<file path="src/rtl/rs232_pkg.sv">
// rs232_pkg: shared RX FIFO defaults and count-width rule for the RS232 peripheral
package rs232_pkg;
  localparam int RX_DEPTH_LOG2 = 4;
  localparam int RX_RTS_HIGH   = 12;
  localparam int RX_RTS_LOW    = 4;
  function automatic int count_width(input int depth_log2);
    return depth_log2 + 1;
  endfunction
endpackage

</file>
<file path="src/rtl/rx_fifo_ram.sv">
// rx_fifo_ram: 8-bit simple dual-port storage, synchronous write, asynchronous read
module rx_fifo_ram #(
  parameter int AW = 4
) (
  input  logic          clock,
  input  logic          we,
  input  logic [AW-1:0] waddr,
  input  logic [7:0]    wdata,
  input  logic [AW-1:0] raddr,
  output logic [7:0]    rdata
);
  logic [7:0] mem_q [2**AW];
  // write port; contents are never reset, pointers define validity
  always_ff @(posedge clock)
    if (we) mem_q[waddr] <= wdata;
  assign rdata = mem_q[raddr];
endmodule

</file>
<file path="src/rtl/rs232in_fifo.sv">
// rs232in_fifo: receive byte queue with sticky overflow and optional RTS hysteresis (RS232IN_FIFO_RTS_EN)
module rs232in_fifo
  import rs232_pkg::*;
#(
  parameter int DEPTH_LOG2 = RX_DEPTH_LOG2,
  parameter int RTS_HIGH   = RX_RTS_HIGH,
  parameter int RTS_LOW    = RX_RTS_LOW
) (
  input  logic                                clock,
  input  logic                                rst,
  input  logic [7:0]                          in_data,
  input  logic                                in_valid,
  input  logic                                rd,
  output logic [7:0]                          rd_data,
  output logic [count_width(DEPTH_LOG2)-1:0]  count,
  output logic                                overflow,
  input  logic                                clear_overflow,
  output logic                                rts_n
);
  localparam int CW = count_width(DEPTH_LOG2);
  localparam logic [CW-1:0] FULL = CW'(1 << DEPTH_LOG2);
  if (RTS_LOW >= RTS_HIGH || RTS_HIGH > (1 << DEPTH_LOG2)) begin : g_bad_thresholds
    $error("rs232in_fifo: need RTS_LOW < RTS_HIGH <= DEPTH");
  end
  logic [DEPTH_LOG2-1:0] wptr_q, wptr_d, rptr_q, rptr_d;
  logic [CW-1:0]         count_q, count_d;
  logic                  overflow_q, overflow_d;
  logic                  push, pop;
  logic [7:0]            ram_rdata;
  // a full queue still accepts a byte when a pop frees a slot in the same cycle
  always_comb begin
    pop        = rd && count_q != '0;
    push       = in_valid && (count_q != FULL || pop);
    wptr_d     = push ? wptr_q + 1'b1 : wptr_q;
    rptr_d     = pop ? rptr_q + 1'b1 : rptr_q;
    count_d    = (push && !pop) ? count_q + 1'b1 : (pop && !push) ? count_q - 1'b1 : count_q;
    overflow_d = (in_valid && !push) ? 1'b1 : clear_overflow ? 1'b0 : overflow_q;
  end
  // pointer, level and overflow state
  always_ff @(posedge clock or posedge rst)
    if (rst) begin
      wptr_q     <= '0;
      rptr_q     <= '0;
      count_q    <= '0;
      overflow_q <= 1'b0;
    end else begin
      wptr_q     <= wptr_d;
      rptr_q     <= rptr_d;
      count_q    <= count_d;
      overflow_q <= overflow_d;
    end
  rx_fifo_ram #(.AW(DEPTH_LOG2)) u_ram (
    .clock (clock),
    .we    (push),
    .waddr (wptr_q),
    .wdata (in_data),
    .raddr (rptr_q),
    .rdata (ram_rdata)
  );
  // an empty queue shows zero so reset leaves rd_data clean despite unreset storage
  assign rd_data  = count_q == '0 ? 8'h00 : ram_rdata;
  assign count    = count_q;
  assign overflow = overflow_q;
`ifdef RS232IN_FIFO_RTS_EN
  localparam logic [CW-1:0] HI = CW'(RTS_HIGH);
  localparam logic [CW-1:0] LO = CW'(RTS_LOW);
  logic rts_n_q, rts_n_d;
  // throttle at the high mark, release at the low mark, hold in between
  always_comb rts_n_d = count_q >= HI ? 1'b1 : count_q <= LO ? 1'b0 : rts_n_q;
  // registered flow-control output
  always_ff @(posedge clock or posedge rst)
    if (rst) rts_n_q <= 1'b0;
    else rts_n_q <= rts_n_d;
  assign rts_n = rts_n_q;
`else
  assign rts_n = 1'b0;
`endif
endmodule

</file>
<file path="config.mk">
export PLATFORM = sky130hd
export DESIGN_NAME = rs232in_fifo
export DESIGN_NICKNAME = d
export VERILOG_FILES = /design/src/rtl/rs232_pkg.sv /design/src/rtl/rx_fifo_ram.sv /design/src/rtl/rs232in_fifo.sv
export SDC_FILE = /design/constraint.sdc
export NUM_CORES = 1
export LEC_CHECK = 0
export CAP_MARGIN = 20
export CORE_ASPECT_RATIO = 2
export CORE_MARGIN = 2
export CORE_UTILIZATION = 30
export CTS_CLUSTER_DIAMETER = 200
export DETAILED_ROUTE_END_ITERATION = 6
export PLACE_DENSITY_LB_ADDON = 0.2
export SKIP_CTS_REPAIR_TIMING = 1
export SYNTH_ARGS = -nofsm -noshare
export SYNTH_HDL_FRONTEND = slang
export SYNTH_SLANG_ARGS = --single-unit
</file>
<file path="constraint.sdc">
create_clock -name clock -period 3.9 [get_ports clock]
set_input_delay 0.78 -clock clock [delete_from_list [all_inputs] [get_ports clock]]
set_output_delay 0.78 -clock clock [all_outputs]
set_load 0.005 [all_outputs]
</file>
==> metrics.txt <==
P_leak=2.37 nW; Layout area overhead=22.1%; Yosys top cell by area=edfxtp_1; internal cell power=3.89 mW; Syn Nets=327; sequential share of power=0.374; Ant. Diodes=0; Wirelength per Cell=about 20 um; worst-margin pin slew=0.813 ns; CP Launch Type=flop; Avg Inst Size Synth=19.2 um2; Die Y=201 um; dpl cells=586; status=completed; Top cell by count, worst path=a211oi_1; Root Driver=clkbuf_16; share of cells above drive strength 1=0.253; CP cell instances=buf_12 > mux4_2 > nor2b_1 > a211oi_1 > a211oi_1 > clkdlybuf4s50_1; Fmax achieved=282 MHz; crit path DAT=roughly 2.8 ns; initial core utilization=0.305; Rel. slew slack=0.458; Hold WC Path Type=reg2reg; buffers added on ports=26; I/O pin cnt=28; Comb power frac=0.302; Die ar.=around 21,000 um2; slowest stage delay, CP=0.53 ns; total number of vias=2,864; CTS max path bufs=2; clk_skew=0.00667 ns; Cell Area, Placed=6490 um2; Reg clk slew, reported paths=0.06 ns; worst skew pair latency=0.41 ns; Top FF cell, synth=edfxtp_1; H-tree levels=4; RSZ-0062 raised after global routing=false; Final Hold Violating Endpoints=0; sw frac=0.289; critical path peak fanout=33; Post-Syn Instances=304; Required @ worst endpoint=around 3.1 ns; largest net degree at the start of global routing=34; fin cells=618; Post-synth EDFFs=128; critical path type=reg2out; drt initial violations=roughly 180; Die Width=103 um; max-cap viol count=0; Hold Slack=0.478 ns; period utilization=0.909; Clk pwr share=0.324; GP Congestion=0.729; initial antenna violation count=0; pwr dens=766 nW/um2; CTS tree=done; Core Area=19,200 um2; total CTS buffers=17; total gr overflow=0; wirelength, routed=12,500 um; Mapped Area=between 5000 and 6000 um2; async set-reset flop share out of synthesis=0.0986; #FFs+latches synth=142; count leader, synth=edfxtp_1; antenna-violating nets left=0; site row count=72; sequential area share after synthesis=0.717; element type at the critical path end=output port; vias per std cell=between 4 and 5; layout net count=369; top-area cell type share of the netlist area=0.657; Pwr Total=5.47 mW; Syn. warnings=0; hpwl dp=8470 um; Final Setup Violations=0; synth top area cells=edfxtp_1 (66%), mux4_2 (12%), dfrtp_1 (6.0%); setup TNS after final layout=0 ns; Psw=about 1.6 mW; 1st-pass router iterations=4; slowest CP cell=mux4_2; final worst path period need=3.55 ns; maximum VDD drop=between 0.3 and 0.4 mV; commonest cells in the synthesized netlist=edfxtp_1 (128), mux4_2 (32), a211oi_1 (16), dfrtp_1 (14), inv_1 (11); vias in the first global route=3,234; CTS sink count=142; Netlist cell types=41; Design Area, Final=7140 um2; Total GRT Usage=0.131; # DRC=0; max-slew violation count=0; global-route wire length before repair=19,000 um
registers in the layout (all words and copies together), names as in the netlist:
signal	cells
rptr_q	4
count	5
wptr_q	4
u_ram.mem_q	128
overflow	1
final cells by class:
| type | count | area, um2 |
|---|---|---|
| fill | 1763 | 12000 |
| sequential | 142 | 4200 |
| multi-input combinational | 133 | 1530 |
| clock buffer | 18 | 439 |
| timing repair buffer | 40 | 390 |
| tap | 259 | 324 |
| clock inverter | 14 | 214 |
| inverter | 12 | 47.5 |
power groups by stage:
stage / Combinational [mW] / Clock (mW) / Sequential, mW
finish: 1.65 / 1.77 / 2.05
global route: 1.81 / 1.87 / 2.07
CTS: 1.71 / 1.81 / 2.05
detailed placement: 1.71 / 0 / 2.08
global placement: 1.70 / 0 / 2.07
floorplan: 1.14 / 0 / 1.97
cells by family (layout without fill, tap and decap cells):
| logic type | count (synthesis) | count (layout) | synth area share |
|---|---|---|---|
| simple gates | 41 | 41 | 0.0398 |
| flops | 142 | 142 | 0.717 |
| fa+ha+maj | 10 | 10 | 0.0227 |
| compound gates | 30 | 30 | 0.0402 |
| xor+xnor | 9 | 9 | 0.0135 |
| buf+inv | 29 | 84 | 0.0255 |
| mux | 42 | 42 | 0.141 |
| other cells | 1 | 1 | 0.000641 |
final timing paths:
check,start,end,slack (ns),cells after the start
hold reg to reg,rptr_q[3],rptr_q[3],0.48,1
min in group asynchronous,rst,wptr_q[0],0.71,2
hold / removal,rptr_q[3],rptr_q[3],0.48,1
setup reg to reg,count[0],count[4],0.52,10
max in group asynchronous,rst,rptr_q[1],2.78,2
setup / recovery,rptr_q[1],rd_data[1],0.35,6
through the flow:
| step | utilization | setup WS (ns) |
|---|---|---|
| 2_1_floorplan | - | 0.857 |
| 3_3_place_gp | 0.338 | 0.231 |
| 3_5_place_dp | 0.338 | 0.160 |
| 4_1_cts | 0.372 | 0.282 |
| 5_1_grt | 0.372 | 0.221 |
| 6_report | 0.372 | 0.353 |
per-layer routing:
metal,track usage,vias up,part of all wire
li1,-,1300,-
met5,0,-,0
met3,0.0337,13,0.027
met1,0.135,1489,0.36
met2,0.239,62,0.58
met4,0.0606,0,0.028
layout by cell type, fill, tap and decap left out, types with 3 or more instances in the layout:
cell type and n:
a211oi_1 16, and2_1 4, and3_1 4, buf_4 12, bufinv_16 5, clkbuf_16 17
clkdlybuf4s50_1 26, clkinv_2 3, clkinvlp_4 3, dfrtp_1 13, edfxtp_1 128, ha_1 9
inv_1 11, mux2i_1 8, mux4_2 32, nand2_1 4, nor2_1 9, nor2b_1 8
nor4_2 4, o21ai_0 3, xnor2_1 6, xor2_1 3
worst max-delay path: cells and delay by family, from the launching register on:
family | cells | cell delay, ns
flip-flops | 1 | 0.40
multiplexers | 1 | 0.53
AND/OR/NAND/NOR | 1 | 0.15
AO/OA/AOI/OAI | 2 | 0.47
buffers and inverters | 2 | 0.78
Note: power is estimated with default switching activity, not from simulation.
